### src/rtl/sr_target_emu.sv
// Chip-side emulator of the TMIIa configuration shift register: synchronised serial shift-in,
// registered readback and load-latched config. Optional preload port via SR_TARGET_EMU_PRELOAD_EN.
module sr_target_emu #(
  parameter int WIDTH           = 170,
  parameter int CNT_WIDTH       = 8,
  parameter int SHIFT_DIRECTION = 1,
  parameter int SYNC_STAGES     = 2
) (
  input  logic                 clk,
  input  logic                 rst,
  input  logic                 clk_sr,
  input  logic                 data_in,
  input  logic                 load_sr,
`ifdef SR_TARGET_EMU_PRELOAD_EN
  input  logic [WIDTH-1:0]     preload,
  input  logic                 preload_stb,
`endif
  output logic                 data_out,
  output logic [WIDTH-1:0]     cfg,
  output logic                 cfg_valid,
  output logic [CNT_WIDTH-1:0] bit_cnt,
  output logic                 err_len
);

  typedef enum logic [1:0] {IDLE, SHIFTING, LATCH} state_t;

  localparam logic [CNT_WIDTH-1:0] WIDTH_CNT = CNT_WIDTH'(WIDTH);

  logic [SYNC_STAGES-1:0] clk_sr_sync_q, data_sync_q, load_sync_q;
  logic                   clk_sr_prev_q, load_prev_q;
  logic                   clk_sr_s, data_s, load_s;
  logic                   shift_ev, load_ev;

  logic [WIDTH-1:0]       sr_q, sr_d, sr_shifted;
  logic [WIDTH-1:0]       cfg_q, cfg_d;
  logic                   sr_exit, data_out_q;
  logic [CNT_WIDTH-1:0]   bit_cnt_q, bit_cnt_d, cnt_after_shift;
  logic                   err_len_q, err_len_d;
  state_t                 state_q, state_d;

  // All three lines use the same depth so data stays aligned with its clock edge.
  always_ff @(posedge clk or posedge rst) begin
    if (rst) begin
      clk_sr_sync_q <= '0;
      data_sync_q   <= '0;
      load_sync_q   <= '0;
      clk_sr_prev_q <= 1'b0;
      load_prev_q   <= 1'b0;
    end else begin
      clk_sr_sync_q <= {clk_sr_sync_q[SYNC_STAGES-2:0], clk_sr};
      data_sync_q   <= {data_sync_q[SYNC_STAGES-2:0], data_in};
      load_sync_q   <= {load_sync_q[SYNC_STAGES-2:0], load_sr};
      clk_sr_prev_q <= clk_sr_s;
      load_prev_q   <= load_s;
    end
  end

  assign clk_sr_s = clk_sr_sync_q[SYNC_STAGES-1];
  assign data_s   = data_sync_q[SYNC_STAGES-1];
  assign load_s   = load_sync_q[SYNC_STAGES-1];
  assign shift_ev = clk_sr_s & ~clk_sr_prev_q;
  assign load_ev  = load_s & ~load_prev_q;

  generate
    if (SHIFT_DIRECTION != 0) begin : g_msb_out
      assign sr_shifted = {sr_q[WIDTH-2:0], data_s};
      assign sr_exit    = sr_q[WIDTH-1];
    end else begin : g_lsb_out
      assign sr_shifted = {data_s, sr_q[WIDTH-1:1]};
      assign sr_exit    = sr_q[0];
    end
  endgenerate

  always_comb begin
    sr_d = sr_q;
    if (shift_ev) begin
      sr_d = sr_shifted;
`ifdef SR_TARGET_EMU_PRELOAD_EN
    end else if (preload_stb && !load_ev) begin
      sr_d = preload;
`endif
    end
  end

  // A coincident shift counts toward the frame length before the load checks it.
  always_comb begin
    cnt_after_shift = bit_cnt_q;
    if (shift_ev && (bit_cnt_q != {CNT_WIDTH{1'b1}})) begin
      cnt_after_shift = bit_cnt_q + 1'b1;
    end
    bit_cnt_d = cnt_after_shift;
    err_len_d = err_len_q;
    cfg_d     = cfg_q;
    if (load_ev) begin
      bit_cnt_d = '0;
      err_len_d = (cnt_after_shift != WIDTH_CNT);
      cfg_d     = sr_d;
    end
  end

  always_comb begin
    state_d = state_q;
    if (load_ev) begin
      state_d = LATCH;
    end else if (shift_ev) begin
      state_d = SHIFTING;
    end else if (state_q == LATCH) begin
      state_d = IDLE;
    end
  end

  always_ff @(posedge clk or posedge rst) begin
    if (rst) begin
      sr_q       <= '0;
      cfg_q      <= '0;
      data_out_q <= 1'b0;
      bit_cnt_q  <= '0;
      err_len_q  <= 1'b0;
      state_q    <= IDLE;
    end else begin
      sr_q       <= sr_d;
      cfg_q      <= cfg_d;
      data_out_q <= sr_exit;
      bit_cnt_q  <= bit_cnt_d;
      err_len_q  <= err_len_d;
      state_q    <= state_d;
    end
  end

  assign data_out  = data_out_q;
  assign cfg       = cfg_q;
  assign cfg_valid = (state_q == LATCH);
  assign bit_cnt   = bit_cnt_q;
  assign err_len   = err_len_q;

endmodule

### config.mk
export PLATFORM = sky130hd
export DESIGN_NAME = sr_target_emu
export DESIGN_NICKNAME = d
export VERILOG_FILES = /design/src/rtl/sr_target_emu.sv
export SDC_FILE = /design/constraint.sdc
export NUM_CORES = 1
export LEC_CHECK = 0
export ABC_CLOCK_PERIOD_IN_PS = 18100
export CAP_MARGIN = 5
export CORE_MARGIN = 5
export CORE_UTILIZATION = 40
export CTS_CLUSTER_DIAMETER = 150
export CTS_CLUSTER_SIZE = 12
export DETAILED_ROUTE_END_ITERATION = 12
export HOLD_SLACK_MARGIN = 0.02
export PLACE_DENSITY_LB_ADDON = 0.25
export SLEW_MARGIN = 0
export SYNTH_ARGS = -nofsm -noshare
export SYNTH_HDL_FRONTEND = slang
export SYNTH_SLANG_ARGS = --single-unit
### constraint.sdc
create_clock -name clk -period 18.1 [get_ports clk]
set_clock_uncertainty 0.2 [all_clocks]
set_input_delay 3.62 -clock clk [delete_from_list [all_inputs] [get_ports clk]]
set_output_delay 3.62 -clock clk [all_outputs]
set_load 0.1 [all_outputs]
==> impl_metrics.py <==
metrics = {
    "outcome": {
        "status": "finished clean",
    },
    "clocking": {
        "clk-insertion-delay-late_ns": 0.50,
        "cts.sink_count": 360,
        "clock-root-buffer": "clkbuf_16",
        "post_cts_buffers": 0,
        "post_cts_resize_count": 0,
        "post_cts_hold_buffer_count": 0,
        "cts_buffers": 35,
        "cts_htree_levels": 2,
        "cts_buffer_depth": 3,
        "cts.reportedPaths.clkPinSlew_ns": 0.06,
        "cts_tree": "done",
    },
    "worst_setup_path": {
        "rr_worst_depth": 6,
        "timing.critical_path.fanout_max": 9,
        "reg2reg_slack_ns": 15.34,
        "critPathSlowestCell": "clkdlybuf4s50_1",
        "worst_r2r_startpoint": "clk_sr_sync_q[1]",
        "path_delay_family": "buffers and inverters",
        "type_of_the_worst_setup_path": "flip-flop to primary output",
        "cp_num_buf_inv": 1,
        "critPathArrivalTime_ns": 2.24,
        "critical_path.startpoint_type": "flip-flop",
        "critical-path-max-stage-delay_ns": 1.20,
        "worst_setup_path_startpoint": "bit_cnt[0]",
        "worstReg2RegEnd": "cfg[54]",
        "cp-end-kind": "primary output",
        "cp_cell_sequence": "clkdlybuf4s50_1",
        "crit_path_required_time_ns": 14.28,
        "crit_end": "bit_cnt[0]",
        "crit_cells": 1,
    },
    "logic_synthesis": {
        "synth.area.mux_share": 0.142,
        "synth.area.top_cells": "dfrtp_1, nand2_1, mux2_2",
        "synth-seq-area-share": 0.663,
        "synth.yosys.warnings": 0,
        "post_synth_inst_count": 1160,
        "yosys.area_share.simple": 0.157,
        "synthTopCellsByCount": "nand2_1, dfrtp_1, mux2_2",
        "asyncSetResetFlopFracSynth": 1.00,
        "synth.distinct_cells": 40,
        "count_of_flip_flops_with_a_built_in_enable_after_synthesis": 0,
        "synth.net_count": 1166,
        "synth_adder_area_share": 0.000921,
        "synth-xor-area-share": 0.00193,
        "ys.flop_type": "dfrtp_1",
        "yosys_top_cell_area_share": 0.663,
        "synthesis.area_per_instance_um2": 11.7,
        "post-synth-top-area-cell": "dfrtp_1",
        "synth_top_family_by_area": "simple AND/OR/NAND/NOR gates",
        "compound_gate_fraction_of_synth_area": 0.00875,
        "mappedNetlistArea_mm2": 0.0136,
        "synth_most_common_cell": "nand2_1",
        "synth.ff_latch_count": 360,
    },
    "floorplanning": {
        "design.portCount": 186,
        "die_y_um": 194,
        "die_area_mm2": 0.0377,
        "die-width_um": 194,
        "coreArea_mm2": 0.0335,
        "rows": 67,
        "start_util": 0.405,
    },
    "run": {
        "timing.max_cap.violations": 0,
    },
    "timing": {
        "maxSlewHeadroom": 0.263,
        "max_slew.worst_pin.slew_ns": 1.11,
        "finalSetupTns_ns": 0,
        "clock.fmax_mhz": 165,
        "min_period_over_period": 0.335,
        "timing.final.ws_setup_ns": 12.04,
        "period_needed_ns": 6.06,
        "setup_viol": 0,
        "final_max_slew_viol_count": 0,
        "finalHoldViolations": 0,
        "grt_setup_unrepaired": "no",
    },
    "place": {
        "post-dp-hpwl_um": 16500,
        "worst_setup_slack_before_clock_tree_synthesis_ns": 12.17,
        "gp_congestion": 0.753,
        "io_buffer_count": 185,
        "place_area_mm2": 0.0157,
    },
    "power": {
        "cellLeakagePower_nw": 8.55,
        "power.ir.vdd_worst_uv": 67.4,
        "pwr_density_cell_mw_per_mm2": 102,
    },
    "global_route": {
        "maximum_number_of_pins_on_one_net_before_global_route_repair": 187,
        "grt_pass1_vias": 8826,
        "grt.overflow.total": 0,
        "grt_antenna_before_repair": 0,
        "global_route.usage.total": 0.145,
        "first_pass_grt_wire_length_um": 46700,
    },
    "final_layout": {
        "drive_above_1_share": 0.166,
        "final_standard_cell_area_without_fillers_mm2": 0.0167,
        "syn_to_final_growth_pct": 22.7,
        "fill_cells": 3019,
        "diodes": 0,
        "nets": 1337,
    },
    "hold_path": {
        "timing.hold.worst.class": "flip-flop to flip-flop",
    },
    "route": {
        "via_per_inst": 4.70,
        "postRouteAntennaNets": 0,
        "remaining_design_rule_violation_count": 0,
        "routed_wirelength_um": 27200,
        "detailedRoute.firstIterationViolations": 389,
        "detailedRoute.firstPassIterationCount": 5,
        "num_vias": 8358,
        "route.detailed.wl_per_inst_um": 15.3,
    },
}
## registers in the layout, indices dropped and copies added (netlist names)
signal and flops:
sr_q 170, clk_sr_sync_q 2, load_sync_q 2, data_out 1
bit_cnt 8, load_prev_q 1, err_len 1, cfg 170
clk_sr_prev_q 1, state_q 2, data_sync_q 2
## layer usage
metal | up-vias | GRT usage | share of wire
li1 | 4048 | - | -
met3 | 43 | 0.0321 | 0.044
met1 | 4121 | 0.197 | 0.45
met5 | - | 0 | 0
met2 | 146 | 0.240 | 0.48
met4 | 0 | 0.0352 | 0.020
## cell families after synthesis
| kind of cell | count (synthesis) |
|---|---|
| fa+ha+maj | 1 |
| flops | 360 |
| compound gates | 19 |
| xor+xnor | 3 |
| buf+inv | 61 |
| simple gates | 545 |
| mux | 171 |
## metrics by stage
step | power [mW] | std cells | hold WS (ns) | utilization
after global placement | 1.09 | 1742 | 0.135 | 0.469
after global routing | 1.79 | 1779 | 0.164 | 0.497
after CTS | 1.74 | 1779 | 0.149 | 0.497
after detailed placement | 1.09 | 1742 | 0.136 | 0.469
after floorplan | 1.04 | 1160 | 0.131 | -
final | 1.71 | 1779 | 0.147 | 0.497
## how the worst min path moves through the flow
stage	startpoint	endpoint	slack [ns]	cells after the start
3_5_place_dp	data_sync_q[0]	data_sync_q[1]	0.14	0
3_3_place_gp	load_sync_q[0]	load_sync_q[1]	0.13	0
6_report	data_sync_q[0]	data_sync_q[1]	0.15	0
2_1_floorplan	clk_sr_sync_q[0]	clk_sr_sync_q[1]	0.13	0
5_1_grt	load_sync_q[0]	load_sync_q[1]	0.16	0
4_1_cts	data_sync_q[0]	data_sync_q[1]	0.15	0
## worst reg2reg max path: stages, from the launching register on
cell and delay, ns:
dfrtp_1 0.38, nor2b_4 0.16, buf_4 0.61, buf_4 0.69, mux2_2 0.42, nand2_1 0.12, nand2_1 0.07
## final cells by class
class                   count  area [µm²]  area share
clock buffers              37         926      0.0556
multi-input cells         739        4230       0.254
flip-flops and latches    360        9010       0.541
inverters                   2        15.0    0.000901
well taps                 448         561      0.0336
repair buffers            193        1920       0.116
## layout by cell type, fill, tap and decap left out, types with 2 or more instances in the layout
cell | netlist | routed
nor3_1 | 3 | 3
a21oi_1 | 7 | 7
nand2_1 | 515 | 515
xor2_1 | 2 | 2
o21ai_0 | 2 | 2
a41oi_1 | 2 | 2
nand3_1 | 3 | 3
nor2_1 | 8 | 8
nor2b_4 | 1 | 2
and3_1 | 2 | 2
and2_1 | 2 | 2
clkbuf_16 | 0 | 37
clkdlybuf4s50_1 | 0 | 185
mux2_2 | 170 | 170
dfrtp_1 | 360 | 360
buf_4 | 1 | 7
## report_power, final
| part | internal (mW) | leakage (nW) | switching, mW |
|---|---|---|---|
| registers | 0.836 | 4.96 | 0.0202 |
| logic | 0.0511 | 3.13 | 0.166 |
| clock network | 0.358 | 0.456 | 0.276 |
| total | 1.25 | 8.55 | 0.462 |
No activity file was read; power rests on OpenSTA's default activity.
